==> src/rtl/alu.sv <==
// Two-operand signed ALU with registered result and flags.
// Supported operations are ADD, SUB, AND and XOR. The result and its
// flags are computed combinationally and captured on the rising clock
// edge, so each operation has one cycle of latency and full throughput.
// The asynchronous reset clears the result and forces zero_flag high.
module alu #(
  parameter int WIDTH = 64
) (
  input  logic             clk,
  input  logic             rst,
  input  logic [WIDTH-1:0] num1,
  input  logic [WIDTH-1:0] num2,
  input  logic [1:0]       operation,
  output logic [WIDTH-1:0] result,
  output logic             overflow_flag,
  output logic             zero_flag,
  output logic             sign_flag
);

  typedef enum logic [1:0] {
    OP_ADD = 2'b00,
    OP_SUB = 2'b01,
    OP_AND = 2'b10,
    OP_XOR = 2'b11
  } op_e;

  op_e              op;
  logic             is_sub;
  logic [WIDTH-1:0] addend_b;
  logic [WIDTH-1:0] sum;
  logic             arith_ovf;

  logic [WIDTH-1:0] result_d, result_q;
  logic             overflow_d, overflow_q;
  logic             zero_d, zero_q;
  logic             sign_d, sign_q;

  assign op     = op_e'(operation);
  assign is_sub = (op == OP_SUB);

  // A single adder serves both ADD and SUB.
  // For SUB, B is inverted and the carry-in supplies the +1.
  assign addend_b = is_sub ? ~num2 : num2;
  assign sum      = num1 + addend_b + {{(WIDTH-1){1'b0}}, is_sub};

  // Signed overflow occurs when the adder inputs share a sign and the
  // sum's sign differs from it. Using the effective (possibly inverted) B
  // covers the SUB case: the operands have differing signs and the
  // result's sign differs from num1.
  assign arith_ovf = (num1[WIDTH-1] == addend_b[WIDTH-1]) &&
                     (sum[WIDTH-1]  != num1[WIDTH-1]);

  // Select the result and overflow for the chosen operation, then derive
  // the zero and sign flags from it.
  always_comb begin
    result_d   = '0;
    overflow_d = 1'b0;
    unique case (op)
      OP_ADD, OP_SUB: begin
        result_d   = sum;
        overflow_d = arith_ovf;
      end
      OP_AND: result_d = num1 & num2;
      OP_XOR: result_d = num1 ^ num2;
      default: begin
        result_d   = '0;
        overflow_d = 1'b0;
      end
    endcase
    zero_d = (result_d == '0);
    sign_d = result_d[WIDTH-1];
  end

  // Output register: reset clears it at once, otherwise it captures
  // every cycle.
  always_ff @(posedge clk or posedge rst) begin
    if (rst) begin
      result_q   <= '0;
      overflow_q <= 1'b0;
      zero_q     <= 1'b1;
      sign_q     <= 1'b0;
    end else begin
      result_q   <= result_d;
      overflow_q <= overflow_d;
      zero_q     <= zero_d;
      sign_q     <= sign_d;
    end
  end

  assign result        = result_q;
  assign overflow_flag = overflow_q;
  assign zero_flag     = zero_q;
  assign sign_flag     = sign_q;

endmodule

==> config.mk <==
export PLATFORM = sky130hd
export DESIGN_NAME = alu
export DESIGN_NICKNAME = d
export VERILOG_FILES = /design/src/rtl/alu.sv
export SDC_FILE = /design/constraint.sdc
export NUM_CORES = 1
export LEC_CHECK = 0
export CAP_MARGIN = 20
export CORE_UTILIZATION = 53
export CTS_CLUSTER_SIZE = 40
export DETAILED_ROUTE_END_ITERATION = 16
export PLACE_DENSITY = 0.86
export SLEW_MARGIN = 25
export SYNTH_ARGS = -nofsm -noshare
export SYNTH_HDL_FRONTEND = slang
export SYNTH_SLANG_ARGS = --single-unit
==> constraint.sdc <==
create_clock -name clk -period 2.6 [get_ports clk]
set_clock_uncertainty 0.2 [all_clocks]
set_input_delay 0.52 -clock clk [delete_from_list [all_inputs] [get_ports clk]]
set_output_delay 0.52 -clock clk [all_outputs]
set_load 0.01 [all_outputs]
==> results of run 1 <==
==> through the flow <==
stage | std cells | setup TNS (ps) | cell area (um2)
floorplan | 1085 | -78360 | 9260
detailed placement | 1796 | -87180 | 13800
global placement | 1796 | -76640 | 13800
CTS | 1856 | -51150 | 15100
==> metal layers <==
metal,track usage,GRT overflow
met1,0.836,3
met2,1.00,171
met3,0.686,2
met4,0.903,111
met5,0.269,0
==> logic make-up after synthesis <==
family                   Yosys count  share of synthesized area
flip-flops                        66                      0.187
multiplexers                      56                     0.0678
buffers and inverters             87                     0.0386
XOR/XNOR                         113                      0.112
adder cells (fa/ha/maj)          128                      0.182
AND/OR/NAND/NOR                  316                      0.180
AO/OA/AOI/OAI                    319                      0.234
==> timing repair <==
item / CTS
endpoints found under the hold margin: 0
endpoints found under the setup margin: 60
setup buffers: 48
gates resized for setup: 159
pin swaps: 77
cloned: 1
==> Yosys cell counts, types with 5 or more instances <==
cell      count
dfrtp_1      65
clkbuf_1     49
a31oi_1      10
a21oi_1      86
o21ai_0      79
buf_2         6
a21o_1       25
xnor2_1      98
nor2_1       58
xor2_1       15
buf_1         5
nor3_1       20
o21ai_1       6
nand3_1      13
nor2b_1      12
o21a_1       14
nand4_1      23
or4_1        10
and3_1       10
and2_1        7
nor4_1        6
nand2_1     111
a211oi_1     10
a311oi_1      5
o21bai_1      8
o31ai_1       9
nand2b_1     18
inv_1        24
ha_1        127
mux2i_1      24
o211ai_1     19
mux2_2       32
==> flow_summary.json, run 1 <==
{
  "status": "did not finish",
  "stop_stage": "5_1_grt",
  "error": "[ERROR GRT-0116] Global routing finished with congestion. Check the congestion regions in the DRC Viewer.",
  "syn_inst": 1085,
  "grt_max_degree": 67,
  "ys_ff_latch": 66,
  "die_w_um": 131,
  "synth_cell_types": 78,
  "ys_warn_count": 0,
  "die_h_um": 131,
  "htreeDepth": 3,
  "place_hpwl_mm": 29.8,
  "overflow": 287,
  "synth_area_leaders": "dfrtp_1, ha_1, xnor2_1, a21oi_1, nand2_1",
  "num_rows": 46,
  "synth_top_area_cell": "dfrtp_1",
  "grt_pass1_vias": 16800,
  "synth_area_um2": 8860,
  "synth-main-ff-cell": "dfrtp_1",
  "pin_count": 199,
  "numCtsBuffers": 9,
  "synth_top_area_frac": 0.184,
  "grt_first_pass_wirelength_mm": 112,
  "place_congestion": 1.04,
  "postSynth.asyncResetShare": 1.00,
  "synth-edff-count": 0,
  "hold_buffers": 0,
  "port_buffers": 198,
  "grt_usage": 0.843,
  "syn_nets": 1345,
  "cts_root_buffer": "clkbuf_16",
  "start_util": 0.550,
  "dp_worst_setup_slack_ps": -2680,
  "cts_max_path_buffers": 2,
  "syn_avg_cell_area_um2": 8.16,
  "synth-seq-area-share": 0.187,
  "cts_sinks": 66
}
==> run 2, diff against run 1 <==
- CORE_UTILIZATION: 53 -> 40
- CTS_CLUSTER_SIZE: 40 -> unset
- PLACE_DENSITY: 0.86 -> unset
- PLACE_DENSITY_LB_ADDON: unset -> 0.15
==> run 2 against run 1 <==
Net effect:
- the flow now finishes, with violations (setup timing)
- synthesized cell count did not move
- synthesized area unchanged
==> flow_summary.json, run 2 <==
{
  "final-setup-viol-count": 59,
  "grt_first_pass_wirelength_mm": 55.3,
  "drcViolationCount": 0,
  "ys_warn_count": 0,
  "wl_per_cell_um": 18.5,
  "min_path_type": "in -> async",
  "setup_tns_ps": -49480,
  "postLayoutSetupSlackWorst_ps": -2030,
  "synth_area_leaders": "dfrtp_1, ha_1, xnor2_1, a21oi_1, nand2_1",
  "syn_nets": 1345,
  "synth-edff-count": 0,
  "ys_ff_latch": 66,
  "start_kind": "input port",
  "largest_reg_flops": 64,
  "areaGrowthSynthToFinish_pct": 82.6,
  "hold_buffers": 0,
  "antenna_found_initial": 0,
  "grt_max_degree": 67,
  "fin_crit_ps": 4630,
  "cp_max_fo": 7,
  "port_buffers": 198,
  "worstPathRequired_ps": 2670,
  "failed_checks": "setup timing",
  "synth_top_area_cell": "dfrtp_1",
  "finalMaxSlewViolations": 0,
  "drv_cap": 0,
  "wl_mm": 36.5,
  "worst_pin_slew_ps": 777,
  "power_density_nw_per_um2": 494,
  "tritoncts": "done",
  "place_hpwl_mm": 27.3,
  "die_w_um": 151,
  "drive_gt1_frac": 0.410,
  "num_rows": 54,
  "cts_sinks": 66,
  "die_h_um": 151,
  "rsz0062_at_grt": "yes",
  "via_per_inst": 5.44,
  "htreeDepth": 3,
  "final_cell_mix": "buf_4, clkdlybuf4s50_1, ha_1",
  "syn_inst": 1085,
  "ir_drop_uv": 333,
  "maxSlewHeadroom": 0.482,
  "overflow": 0,
  "start_util": 0.407,
  "synth_top_area_frac": 0.184,
  "setup.worst_path.start": "operation[1]",
  "cts_max_path_buffers": 2,
  "core_um2": 21800,
  "die_area_um2": 22700,
  "synth.most_common_cell": "ha_1",
  "yosys-top-cells-count": "ha_1, nand2_1, xnor2_1",
  "numCtsBuffers": 9,
  "n_fill_cell": 1613,
  "postSynth.asyncResetShare": 1.00,
  "finalHoldViolations": 0,
  "critical_path_arrival_ps": 4700,
  "grt_usage": 0.315,
  "first_iter_violations": 730,
  "cts_root_buffer": "clkbuf_16",
  "place_inst": 1902,
  "clk_pin_slew_worst_paths_ps": 70,
  "status": "complete, but fails checks",
  "p_leak_nw": 7.34,
  "synth_cell_types": 78,
  "period_share": 1.78,
  "max_freq_ghz": 0.216,
  "n_antenna_cell": 0,
  "stdcell_count": 1977,
  "synth-seq-area-share": 0.187,
  "syn_avg_cell_area_um2": 8.16,
  "place_congestion": 0.952,
  "layout_commonest_cell": "buf_4",
  "grt_pass1_vias": 10800,
  "vias": 10800,
  "pin_count": 199,
  "dr.pass1.iters": 5,
  "ant_nets": 0,
  "finalNetCount": 1952,
  "synth_area_um2": 8860,
  "synth-main-ff-cell": "dfrtp_1",
  "end_kind": "flop",
  "worstSetupPathType": "in -> reg"
}
-- run 2: final timing paths --
path / to / slack (ps)
max: zero_flag$_DFF_PP1_ / -2030
min: overflow_flag$_DFF_PP0_ / 390
max in group asynchronous: zero_flag$_DFF_PP1_ / 1490
min in group clk: result[19]$_DFF_PP0_ / 630
-- run 2: cell type report --
type                            instances  area, um2  share of cell area
Tap cell                              280        350              0.0217
Timing Repair Buffer                  657       5580               0.345
Multi-Input combinational cell        933       8160               0.505
Clock inverter                          7       98.8             0.00611
Sequential cell                        66       1650               0.102
Clock buffer                            9        225              0.0139
Inverter                               25        101             0.00627
-- run 2: worst max-delay path: stages --
cell      delay, ps
buf_8           110
inv_8            50
nand2_8          90
buf_12          170
buf_12          150
xnor2_1         130
ha_2            410
nand4_1         130
nor3_1          270
buf_4           170
nand3_1          70
a31oi_1         210
buf_4           170
nor3_2           50
nor4b_2         250
a211oi_2         80
or4_1           480
or4_4           560
nor4_4          300
nand4_1         170
nor4_2          160
-- run 2: repair_timing --
item | in CTS | in global routing
endpoints found under the setup margin | 61 | 58
setup buffers | 45 | 19
cloned | 2 | 0
pin swaps | 95 | 36
gates resized for setup | 191 | 69
-- run 2: cells by family (layout without fill, tap and decap cells) --
logic type	after synthesis	in the layout	synth area share
buffers and inverters	87	698	0.0386
AO/OA/AOI/OAI	319	319	0.234
AND/OR/NAND/NOR	316	317	0.180
multiplexers	56	56	0.0678
XOR/XNOR	113	113	0.112
adder cells (fa/ha/maj)	128	128	0.182
flip-flops	66	66	0.187
-- run 2: per-layer routing --
metal	part of all wire	routed length [um]	GRT usage
met2	0.48	17400	0.533
met1	0.43	15800	0.402
met3	0.057	2070	0.0464
met4	0.034	1250	0.122
met5	0	0	0
-- run 2: metrics by stage --
step                area [um2]  utilization  power [W]  hold WS, ps  setup slack [ps]
floorplan                 9260            -    0.00337          467             -2690
global placement         14200        0.652    0.00569          764             -2720
detailed placement       14200        0.652    0.00574          774             -2830
CTS                      15700        0.720    0.00768          414             -1980
global route             16200        0.743    0.00842          432             -2240
finish                   16200        0.743    0.00799          393             -2030
-- run 2: report_power, final --
part	total, W	switching (W)	internal (W)
registers	0.00129	0.0000600	0.00123
logic	0.00527	0.00246	0.00281
clock network	0.00144	0.000585	0.000851
total	0.00799	0.00310	0.00489
Note: power is estimated with default switching activity, not from simulation.
==> run 3, diff against run 2 <==
- CORE_UTILIZATION: 40 -> 30
==> run 3 against run 2 <==
Net effect:
- the run still ends with setup timing left
- clock power is 17% lower
- first-iteration DRC count is 20% lower
- combinational power is 2% higher
- critical path depth stayed put
- die area up 33%
- final cell count is 6.1% higher
- clock-buffer cell count unchanged
- worst hold slack lost 9.7 ps
- wire length grew 0.64%
- largest cell class unchanged
- largest power group unchanged
==> flow_summary.json, run 3 (synthesis gave the netlist of run 2 again) <==
{
  "cts_root_buffer": "clkbuf_16",
  "clk_pin_slew_worst_paths_ps": 60,
  "cts_sinks": 66,
  "num_rows": 62,
  "p_leak_nw": 7.43,
  "cp_slowest_cell": "or4_1",
  "place_congestion": 0.909,
  "numCtsBuffers": 9,
  "port_buffers": 198,
  "via_per_inst": 5.02,
  "htreeDepth": 3,
  "finish.utilization": 0.572,
  "postLayoutSetupSlackWorst_ps": -2120,
  "finalMaxSlewViolations": 0,
  "critical_path_arrival_ps": 4780,
  "maxSlewHeadroom": 0.532,
  "gr-usage-met3": 0.0382,
  "power_w": 0.00785,
  "met2_usage": 0.397,
  "worst_pin_slew_ps": 695,
  "antenna_found_initial": 1,
  "end_kind": "flop",
  "first_iter_violations": 585,
  "wl_mm": 36.8,
  "hold_buffers": 0,
  "crit_chain": "buf_12 -> inv_8 -> nand2_8 -> buf_12 -> xnor2_2 -> ha_1 -> buf_6 -> a21oi_4 -> o21ai_2 -> a21oi_2 -> buf_4 -> a21oi_4 -> a211oi_4 -> buf_4 -> o211a_1 -> nor3_2 -> or4_1 -> or4_4 -> nor4_4 -> nand4_1 -> nor4_2",
  "cts_max_path_buffers": 2,
  "setup_tns_ps": -52750,
  "min_path_type": "in -> async",
  "start_util": 0.307,
  "die_area_um2": 30200,
  "worstSetupPathType": "in -> reg",
  "vias": 10500,
  "cp_max_fo": 8,
  "grt_usage": 0.240,
  "max_freq_ghz": 0.212,
  "layout_commonest_cell": "buf_4",
  "die_w_um": 174,
  "grt_pass1_vias": 10500,
  "max_stage_delay_ps": 530,
  "grt_busiest_layer": "met2",
  "overflow": 0,
  "pin_count": 199,
  "status": "complete, but fails checks",
  "finalNetCount": 1969,
  "drcViolationCount": 0,
  "period_share": 1.82,
  "power_density_nw_per_um2": 476,
  "grt_first_pass_wirelength_mm": 57.0,
  "grt_util_met1": 0.322,
  "dr.pass1.iters": 5,
  "final-setup-viol-count": 58,
  "largest_reg_flops": 64,
  "failed_checks": "setup timing",
  "wl_per_cell_um": 17.5,
  "ant_nets": 0,
  "finalHoldViolations": 0,
  "drive_gt1_frac": 0.420,
  "die_h_um": 174,
  "final_cell_mix": "buf_4, clkdlybuf4s50_1, ha_1",
  "start_kind": "input port",
  "n_antenna_cell": 0,
  "ir_drop_uv": 231,
  "areaGrowthSynthToFinish_pct": 86.3,
  "rsz0062_at_grt": "yes",
  "fin_crit_ps": 4720,
  "place_hpwl_mm": 28.6,
  "core_um2": 28900,
  "drv_cap": 0,
  "worstPathRequired_ps": 2660,
  "tritoncts": "done",
  "grt_max_degree": 67,
  "dp_worst_setup_slack_ps": -2910
}
run 3: cell types whose count changed in the layout (fill, tap and decap cells not counted), sizes merged:
cell           before  now
buf               461  477
bufinv              2    0
clkbuf              9   10
clkdlybuf4s50     173  177
clkinv              1    4
clkinvlp            1    3
dlygate4sd2        19   17
dlymetal6s2s        2    0
inv                28   25
run 3: per-layer routing:
layer  routed length, um  up-vias
met5                   0        -
met4                 723        0
met3                1560       39
met2               17300      244
met1               17200     4997
li1                    -     5252
run 3: path summary, 6_finish.rpt:
| check | startpoint | to | slack, ps | depth (start not counted) |
|---|---|---|---|---|
| setup / recovery | operation[1] | zero_flag$_DFF_PP1_ | -2120 | 21 |
| hold / removal | rst | overflow_flag$_DFF_PP0_ | 380 | 3 |
| max in group asynchronous | rst | zero_flag$_DFF_PP1_ | 1490 | 3 |
| min in group clk | operation[1] | overflow_flag$_DFF_PP0_ | 440 | 3 |
run 3: final cells by class:
class | instances | area [um2]
multi-input combinational | 933 | 8170
tap | 384 | 480
inverter | 25 | 101
fill | 2634 | 12400
sequential | 66 | 1650
timing repair buffer | 674 | 5830
clock inverter | 7 | 46.3
clock buffer | 9 | 225
run 3: per-stage QoR:
stage / cell area, um2 / cells / hold slack [ps]
detailed placement: 14300 / 2005 / 765
CTS: 16000 / 2077 / 389
global route: 16500 / 2098 / 431
floorplan: 9260 / 1085 / 467
finish: 16500 / 2098 / 383
global placement: 14300 / 2005 / 767
run 3: critical path: cells and delay by family:
family / cells / cell delay [ps]
xor gates and xnor gates: 1 / 130
and+or+nand+nor: 7 / 1880
AOI/OAI and AO/OA: 6 / 1040
adders and majority gates: 1 / 360
buffers and inverters: 6 / 850
run 3: power by group:
part | switching [W] | total, W | internal (W)
Combinational | 0.00246 | 0.00537 | 0.00291
Clock | 0.000551 | 0.00119 | 0.000642
Sequential | 0.0000598 | 0.00129 | 0.00123
Total | 0.00308 | 0.00785 | 0.00478
run 3: repair_timing:
action,in CTS,in global routing
pin swaps,101,44
gates cloned,3,1
buffers inserted,58,24
setup endpoints to repair,60,59
gates resized for setup,228,60
